### src/rtl/bus_srv_pkg.sv
// Shared types and defaults for the bus seat booking server.
// Holds the FSM state encoding and the default sizing constants.
package bus_srv_pkg;

  typedef enum logic [1:0] {
    S_IDLE  = 2'd0,
    S_CHECK = 2'd1,
    S_HOLD  = 2'd2
  } state_t;

  localparam int NUM_SEATS_D   = 32;
  localparam int HOLD_CYCLES_D = 16;
  localparam int TICKET_W_D    = 8;

endpackage

### src/rtl/hold_timer.sv
// Down-counter for the payment hold window.
// Ports: clk, rst (sync, active-high), load/load_val, dec -> count, last.
module hold_timer #(
  parameter int W = 5
) (
  input  logic         clk,
  input  logic         rst,
  input  logic         load,
  input  logic         dec,
  input  logic [W-1:0] load_val,
  output logic [W-1:0] count,
  output logic         last
);

  always_ff @(posedge clk) begin
    if (rst) begin
      count <= '0;
    end else if (load) begin
      count <= load_val;
    end else if (dec) begin
      count <= count - W'(1);
    end
  end

  assign last = (count == W'(1));

endmodule

### src/rtl/bus_seat_server.sv
// Seat booking server: check request, hold seat, ticket/cancel/timeout.
// Ports: clk, rst, req_*, pay_valid, cancel -> grant, reject, ticket_*, timeout, seats_free.
module bus_seat_server
  import bus_srv_pkg::*;
#(
  parameter int NUM_SEATS   = NUM_SEATS_D,
  parameter int SEAT_W      = 6,
  parameter int HOLD_CYCLES = HOLD_CYCLES_D,
  parameter int TICKET_W    = TICKET_W_D
) (
  input  logic                clk,
  input  logic                rst,
  input  logic                req_valid,
  input  logic [SEAT_W-1:0]   req_seat,
  output logic                req_ready,
  input  logic                pay_valid,
  input  logic                cancel,
  output logic                grant,
  output logic                reject,
  output logic                ticket_valid,
  output logic [TICKET_W-1:0] ticket_id,
  output logic                timeout,
  output logic [SEAT_W:0]     seats_free
);

  localparam int TW = $clog2(HOLD_CYCLES + 1);
  localparam logic [SEAT_W:0] NS = (SEAT_W + 1)'(NUM_SEATS);

  state_t state;
  state_t state_next;

  logic [SEAT_W-1:0]      seat_q;
  // Sized to the full index space so any seat_q indexes safely;
  // entries at or above NUM_SEATS are never set.
  logic [2**SEAT_W-1:0]   booked;
  logic [TICKET_W-1:0]    tkt_cnt;

  logic [TW-1:0] tmr_count;
  logic          tmr_last;
  logic          tmr_load;
  logic          tmr_dec;
  logic          hold_end;

  logic seat_ok;
  logic grant_d;
  logic reject_d;
  logic tkt_d;
  logic timeout_d;

  assign seat_ok   = ({1'b0, seat_q} < NS) && !booked[seat_q];
  // A zero count in HOLD cannot occur; treating it as expiry keeps
  // the FSM from ever parking in HOLD.
  assign hold_end  = tmr_last || (tmr_count == '0);
  assign req_ready = (state == S_IDLE);

  hold_timer #(
    .W(TW)
  ) u_timer (
    .clk     (clk),
    .rst     (rst),
    .load    (tmr_load),
    .dec     (tmr_dec),
    .load_val(TW'(HOLD_CYCLES)),
    .count   (tmr_count),
    .last    (tmr_last)
  );

  always_ff @(posedge clk) begin
    if (rst) begin
      state <= S_IDLE;
    end else begin
      state <= state_next;
    end
  end

  always_comb begin
    state_next = state;
    case (state)
      S_IDLE: begin
        if (req_valid) state_next = S_CHECK;
      end
      S_CHECK: begin
        state_next = seat_ok ? S_HOLD : S_IDLE;
      end
      S_HOLD: begin
        if (cancel || pay_valid || hold_end)
          state_next = S_IDLE;
      end
      default: state_next = S_IDLE;
    endcase
  end

  always_comb begin
    grant_d   = 1'b0;
    reject_d  = 1'b0;
    tkt_d     = 1'b0;
    timeout_d = 1'b0;
    tmr_load  = 1'b0;
    tmr_dec   = 1'b0;
    case (state)
      S_CHECK: begin
        grant_d  = seat_ok;
        reject_d = !seat_ok;
        tmr_load = seat_ok;
      end
      S_HOLD: begin
        // cancel beats payment, payment on the last edge beats timeout
        if (cancel) begin
          tkt_d = 1'b0;
        end else if (pay_valid) begin
          tkt_d = 1'b1;
        end else if (hold_end) begin
          timeout_d = 1'b1;
        end else begin
          tmr_dec = 1'b1;
        end
      end
      default: ;
    endcase
  end

  always_ff @(posedge clk) begin
    if (rst) begin
      seat_q       <= '0;
      booked       <= '0;
      tkt_cnt      <= '0;
      grant        <= 1'b0;
      reject       <= 1'b0;
      ticket_valid <= 1'b0;
      timeout      <= 1'b0;
      ticket_id    <= '0;
      seats_free   <= NS;
    end else begin
      grant        <= grant_d;
      reject       <= reject_d;
      ticket_valid <= tkt_d;
      timeout      <= timeout_d;
      if (state == S_IDLE && req_valid)
        seat_q <= req_seat;
      if (tkt_d) begin
        booked[seat_q] <= 1'b1;
        seats_free     <= seats_free - (SEAT_W + 1)'(1);
        ticket_id      <= tkt_cnt;
        tkt_cnt        <= tkt_cnt + TICKET_W'(1);
      end
    end
  end

endmodule

### config.mk
export PLATFORM = sky130hd
export DESIGN_NAME = bus_seat_server
export DESIGN_NICKNAME = d
export VERILOG_FILES = /design/src/rtl/bus_srv_pkg.sv /design/src/rtl/hold_timer.sv /design/src/rtl/bus_seat_server.sv
export SDC_FILE = /design/constraint.sdc
export NUM_CORES = 1
export LEC_CHECK = 0
export ABC_AREA = 1
export BUFFER_PORTS_ARGS = -buffer_cell sky130_fd_sc_hd__buf_2
export CAP_MARGIN = 20
export CORE_MARGIN = 3
export CORE_UTILIZATION = 58
export DETAILED_ROUTE_END_ITERATION = 12
export HOLD_SLACK_MARGIN = 0.15
export PLACE_DENSITY = 0.82
export SLEW_MARGIN = 20
export SYNTH_ARGS = -nofsm -noshare
export SYNTH_HDL_FRONTEND = slang
export SYNTH_SLANG_ARGS = --single-unit
### constraint.sdc
create_clock -name clk -period 1.5 [get_ports clk]
set_input_delay 0.3 -clock clk [delete_from_list [all_inputs] [get_ports clk]]
set_output_delay 0.3 -clock clk [all_outputs]
set_load 0.02 [all_outputs]
# Word-level counts from Yosys, hierarchy flattened
# Cells that the tools add are included.
# classes
n_addsub	3
mux	19
order_cmp	3
n_bitwise	3
eq_ne	5
reduce_logical	15
# ops
operator	n
$or 64x64->64	1
$mux 1	11
$mux 5	2
$add 8x1->8 const B	1
$lt 6x7->1 const B	1
$sub 7x1->7 const B	1
$bmux 1 s6	1
$demux 1 s6	1
$ge 6x1->1 const B	1
$lt 6x6->1 const B	1
$mux 2	3
$pmux 2 s3	1
$eq 5x1->1 const B	1
$logic_not 5->1	1
$sub 5x1->5 const B	1
$ne 2x2->1 const B	2
$reduce_or 2->1	2
$reduce_or 4->1	1
$logic_and 1x1->1	3
$logic_or 1x1->1	3
$eq 2x1->1 const B	1
$eq 2x2->1 const B	1
$logic_not 1->1	2
$logic_not 2->1	1
other kinds (3)	4
# word_totals
input_bits	11
word_cells	60
reg_bits	104

# Longest topological paths before layout
# depth
depth_word	8
ltp_mapped	13
mapped_depth_nobuf	12

# Hierarchy
# From an unflattened synthesis, not the netlist that was laid out.
# unflattened
hier_cells	459
hier_area_um2	3293.2
# modules_own_cells
module	instances	cells_each	seq_area_each_um2	area_each_um2
bus_seat_server	1	408	1341.3	2950.3
hold_timer	1	51	100.1	342.8

# Least setup slack after synthesis
# OpenSTA, ideal clock, no wires.
# synth_path
path_type	reg-to-reg
from	register u_timer.count[0]
to	register u_timer.count[3]
path_stages_with_launch	12
arrival_time_ns	1.329
n_path_buf	0
slack_ns	0.107
required_time_ns	1.436
period_less_slack_ns	1.393
cell_sequence	dfxtp_1 > inv_1 > ha_1 > nor2_1 > nor2_1 > nand2_1 > nand2_2 > inv_1 > nand4_1 > xnor2_1 > inv_1 > nor2_1
# synth_between
elab_chain_len	6
word_cells_on_any_way	8
cone_classes	add/sub: 1; eq/ne: 1; mux: 4; reduce/logical: 2
# synth_rtl
element	line	source
start: declaration	hold_timer.sv:11	output logic [W-1:0] count,
start signal: assignment	hold_timer.sv:19	count <= load_val;
start signal: assignment	hold_timer.sv:21	count <= count - W'(1);
$eq 5x1->1 / $logic_not 5->1 (equally long branches)	hold_timer.sv:25, bus_seat_server.sv:53	
$logic_or 1x1->1	bus_seat_server.sv:53	assign hold_end = tmr_last || (tmr_count == '0);
$mux 1	bus_seat_server.sv:112	end else if (hold_end) begin
$mux 1	bus_seat_server.sv:110	end else if (pay_valid) begin
$mux 1	bus_seat_server.sv:108	if (cancel) begin
$mux 1	bus_seat_server.sv:100	case (state)
# Several ways; a longest one is shown, not always the timed one.
# A chain may end at the register's enable or synchronous reset.

# Worst setup path after layout
# layout_path
from	register seat_q[0]
to	register u_timer.count[2]
# layout_between
elab_chain_len	6
word_cells_on_any_way	7
cone_classes	order compare: 1; mux: 3; reduce/logical: 3
# layout_rtl
element	line	source
start: declaration	bus_seat_server.sv:32	logic [SEAT_W-1:0] seat_q;
start signal: assignment	bus_seat_server.sv:139	seat_q <= req_seat;
$bmux 1 s6	bus_seat_server.sv:50	assign seat_ok = ({1'b0, seat_q} < NS) && !booked[seat_q];
$mux 1 (not written as such)	bus_seat_server.sv:50	
$logic_not 1->1	bus_seat_server.sv:50	
$logic_and 1x1->1 *	bus_seat_server.sv:50	
$mux 1 *	n/a	
$reduce_or 2->1 (no source line) *	n/a	
# Mark *: on every way between the ends. The rest lies on a longest branch, timed or not. The select of a mux whose other input is x is not followed.

==> flow_summary_export.csv <==
group,metric,value,unit
yosys,syn_area,3200,um2
run_status,status,"finished, violations left",
drt,wl_per_cell,13.6,um
timing,final.period_utilization,102,%
clock_network,ctsHoldBuffers,0,
clock_network,htreeDepth,3,
setup_path,worst-r2r-setup-slack,-0.03,ns
floorplanning,initial_core_util,61.2,%
placed_design,pre_cts_ws,-0.0926,ns
drt,via_per_inst,5.35,
yosys,ys_seq_elements,72,
timing,whs,0.235,ns
placed_design,hpwlAfterDp,5140,um
timing,fin_crit,1.53,ns
floorplanning,ios,31,
global_route,grt_pass1_wl,12500,um
global_route,use_met1,32.1,%
global_route,grt_overflow,0,
clock_network,clock_insertion_delay_worst_skew,0.34,ns
timing,slew_headroom,72.0,%
placed_design,gp_congestion,0.928,
drt,drc_errors,0,
yosys,synth_cell_type_count,36,
global_route,gr-usage-all-layers,24.7,%
layout,drive_above_1_share,24.5,%
power,cellLeakagePower,1.67,nW
layout,syn_to_final_growth,21.8,%
yosys,yosys.area.top_type,"dfxtp_1",
yosys,synth-edff-count,0,
timing,drv_slew,0,
run_status,violations,"negative setup slack",
timing,fin_skew,0.00574,ns
floorplanning,core_area,5240,um2
setup_path,critPathCapture,"u_timer.count[2]",
yosys,synthFlopType,"dfxtp_1",
layout,n_antenna_cell,0,
drt,drtAntennaViolNets,0,
timing,final.setup.tns,-0.0570,ns
flow_run,drv_cap,0,
yosys,ys_warn_count,0,
drt,via_count,2929,
layout,fin_util,74.5,%
placed_design,portBuffers,30,
setup_path,required,1.74,ns
floorplanning,die_w,80.3,um
global_route,met2_usage,40.1,%
drt,drt-pass1-iter-count,5,
setup_path,r2r_end,"u_timer.count[2]",
power,vdd_ir_drop_max,0.878,mV
worst_hold_path,hold_path.class,"in -> reg",
yosys,ys_seq_area_share,45.0,%
floorplanning,row_count,26,
drt,wl,7440,um
setup_path,timing.rr.start,"seat_q[0]",
clock_network,path_clk_slew,0.07,ns
drt,first_iter_violations,212,
floorplanning,dieHeight,80.3,um
global_route,top_usage_layer,"met2",
yosys,async_flop_share,0,%
timing,worstMarginPinSlew,0.416,ns
global_route,grt_start_max_net_pins,38,
placed_design,dpl-instance-area,3510,um2
timing,hold_violations,0,
setup_path,critical_path_class,"reg -> reg",
timing,setup_slack,-0.0260,ns
timing,grt_setup_unrepaired,"true",
clock_network,numClockSinks,72,
yosys,syn_area_per_cell,7.64,um2
yosys,synth_area_leaders,"dfxtp_1 (45%), nand2_1 (8.9%), a21oi_1 (7.8%)",
clock_network,cts_root_buf,"clkbuf_8",
floorplanning,dieArea,6450,um2
global_route,first_global_vias,2740,
timing,fmax,655,MHz
clock_network,cts_buffers,9,
setup_path,r2r_cells,13,
yosys,postSynthCellCount,419,
layout,nNetsFinal,487,
layout,design_area,3900,um2
yosys,synth_top_area_share,45.0,%
yosys,syn-num-nets,434,
setup_path,start_kind,"flip-flop",
setup_path,end_kind,"flip-flop",
clock_network,clock_path_buffers,2,
global_route,gr-usage-met3,6.17,%
setup_path,crit_start,"seat_q[0]",
setup_path,crit_path_max_fanout,8,
global_route,grt_antenna_before_repair,0,
clock_network,cts_tree,"done",
timing,setup_violations,4,
power,power_density,1070,nW/um2
setup_path,arrival,1.77,ns
-- cells in the mapped netlist, types with 4 or more instances --
master,count
nand2_1,76
dfxtp_1,72
a21oi_1,50
inv_1,49
nor2_1,47
nand3_1,20
o21ai_0,18
clkbuf_1,9
nand4_1,8
nor3_1,7
inv_2,5
nand2_2,5
nor4_1,5
xor2_1,5
a31oi_1,4
buf_6,4
ha_1,4
nand3_2,4
nor2_2,4
-- power by group --
group / internal (mW) / switching [mW] / total, mW
logic: 0.173 / 0.297 / 0.469
clock network: 1.03 / 0.705 / 1.74
registers: 1.94 / 0.0374 / 1.98
total: 3.14 / 1.04 / 4.18
-- final cells by class --
class | count | area, um2
flip-flops and latches | 72 | 1450
clock inverters | 4 | 76.3
multi-input cells | 275 | 1480
inverters | 55 | 233
repair buffers | 59 | 420
fillers | 386 | 1340
clock buffers | 12 | 155
well taps | 70 | 87.6
-- cells by family (layout without fill, tap and decap cells) --
kind of cell,Yosys count,after routing,share of synthesized area (%)
buffers and inverters,72,130,10.5
adders and majority gates,4,4,1.56
DFF,72,72,45.0
and+or+nand+nor,189,189,28.9
AOI/OAI and AO/OA,76,76,12.4
xor gates and xnor gates,6,6,1.64
-- how the worst min path moves through the flow --
stage	from	end	slack (ns)	depth (start not counted)
final	req_seat[5]	seat_q[5]	0.23	3
after global routing	req_seat[5]	seat_q[5]	0.27	3
after CTS	req_seat[5]	seat_q[5]	0.22	3
after detailed placement	booked[16]	booked[16]	0.46	2
after global placement	booked[7]	booked[7]	0.44	2
after floorplan	booked[16]	booked[16]	0.44	2
-- flip-flops by register name, indices dropped and copies added, names as in the netlist --
signal         cells
booked            32
grant              1
reject             1
seat_q             6
seats_free         7
state              2
ticket_id          8
ticket_valid       1
timeout            1
tkt_cnt            8
u_timer.count      5
-- routing by layer --
layer | wire length (um) | share of wire (%)
met1 | 3200 | 43
met2 | 3610 | 48
met3 | 494 | 6.6
met4 | 140 | 1.9
met5 | 0 | 0
-- layout by cell type, fill, tap and decap left out, drive strengths merged, types with 10 or more instances in the layout --
cell / n
nand2: 83
dfxtp: 72
buf: 59
inv: 54
nor2: 54
a21oi: 50
nand3: 24
o21ai: 20
clkbuf: 12
nor3: 10
-- critical path, stage by stage, from the launching register on --
cell and delay (ns):
dfxtp_2 0.33, buf_12 0.15, buf_8 0.13, buf_6 0.11, nand3_2 0.06, nand2_1 0.05, nor2_1 0.12, nand2_1 0.07
nand2_2 0.07, nand2_2 0.06, nand2_4 0.10, nand2_4 0.05, nand2_4 0.09, nor2_1 0.05
-- metrics by stage --
stage,std cells,total power [mW]
floorplan,419,2.30
global placement,522,2.41
detailed placement,522,2.42
CTS,538,4.15
global route,547,4.34
finish,547,4.18
-- timing repair --
item / CTS / global route
pin swaps: 0 / 3
setup buffers: 0 / 9
cloned: 0 / 0
gates resized for setup: 3 / 26
endpoints found under the setup margin: 19 / 30
Note: power is estimated with default switching activity, not from simulation.
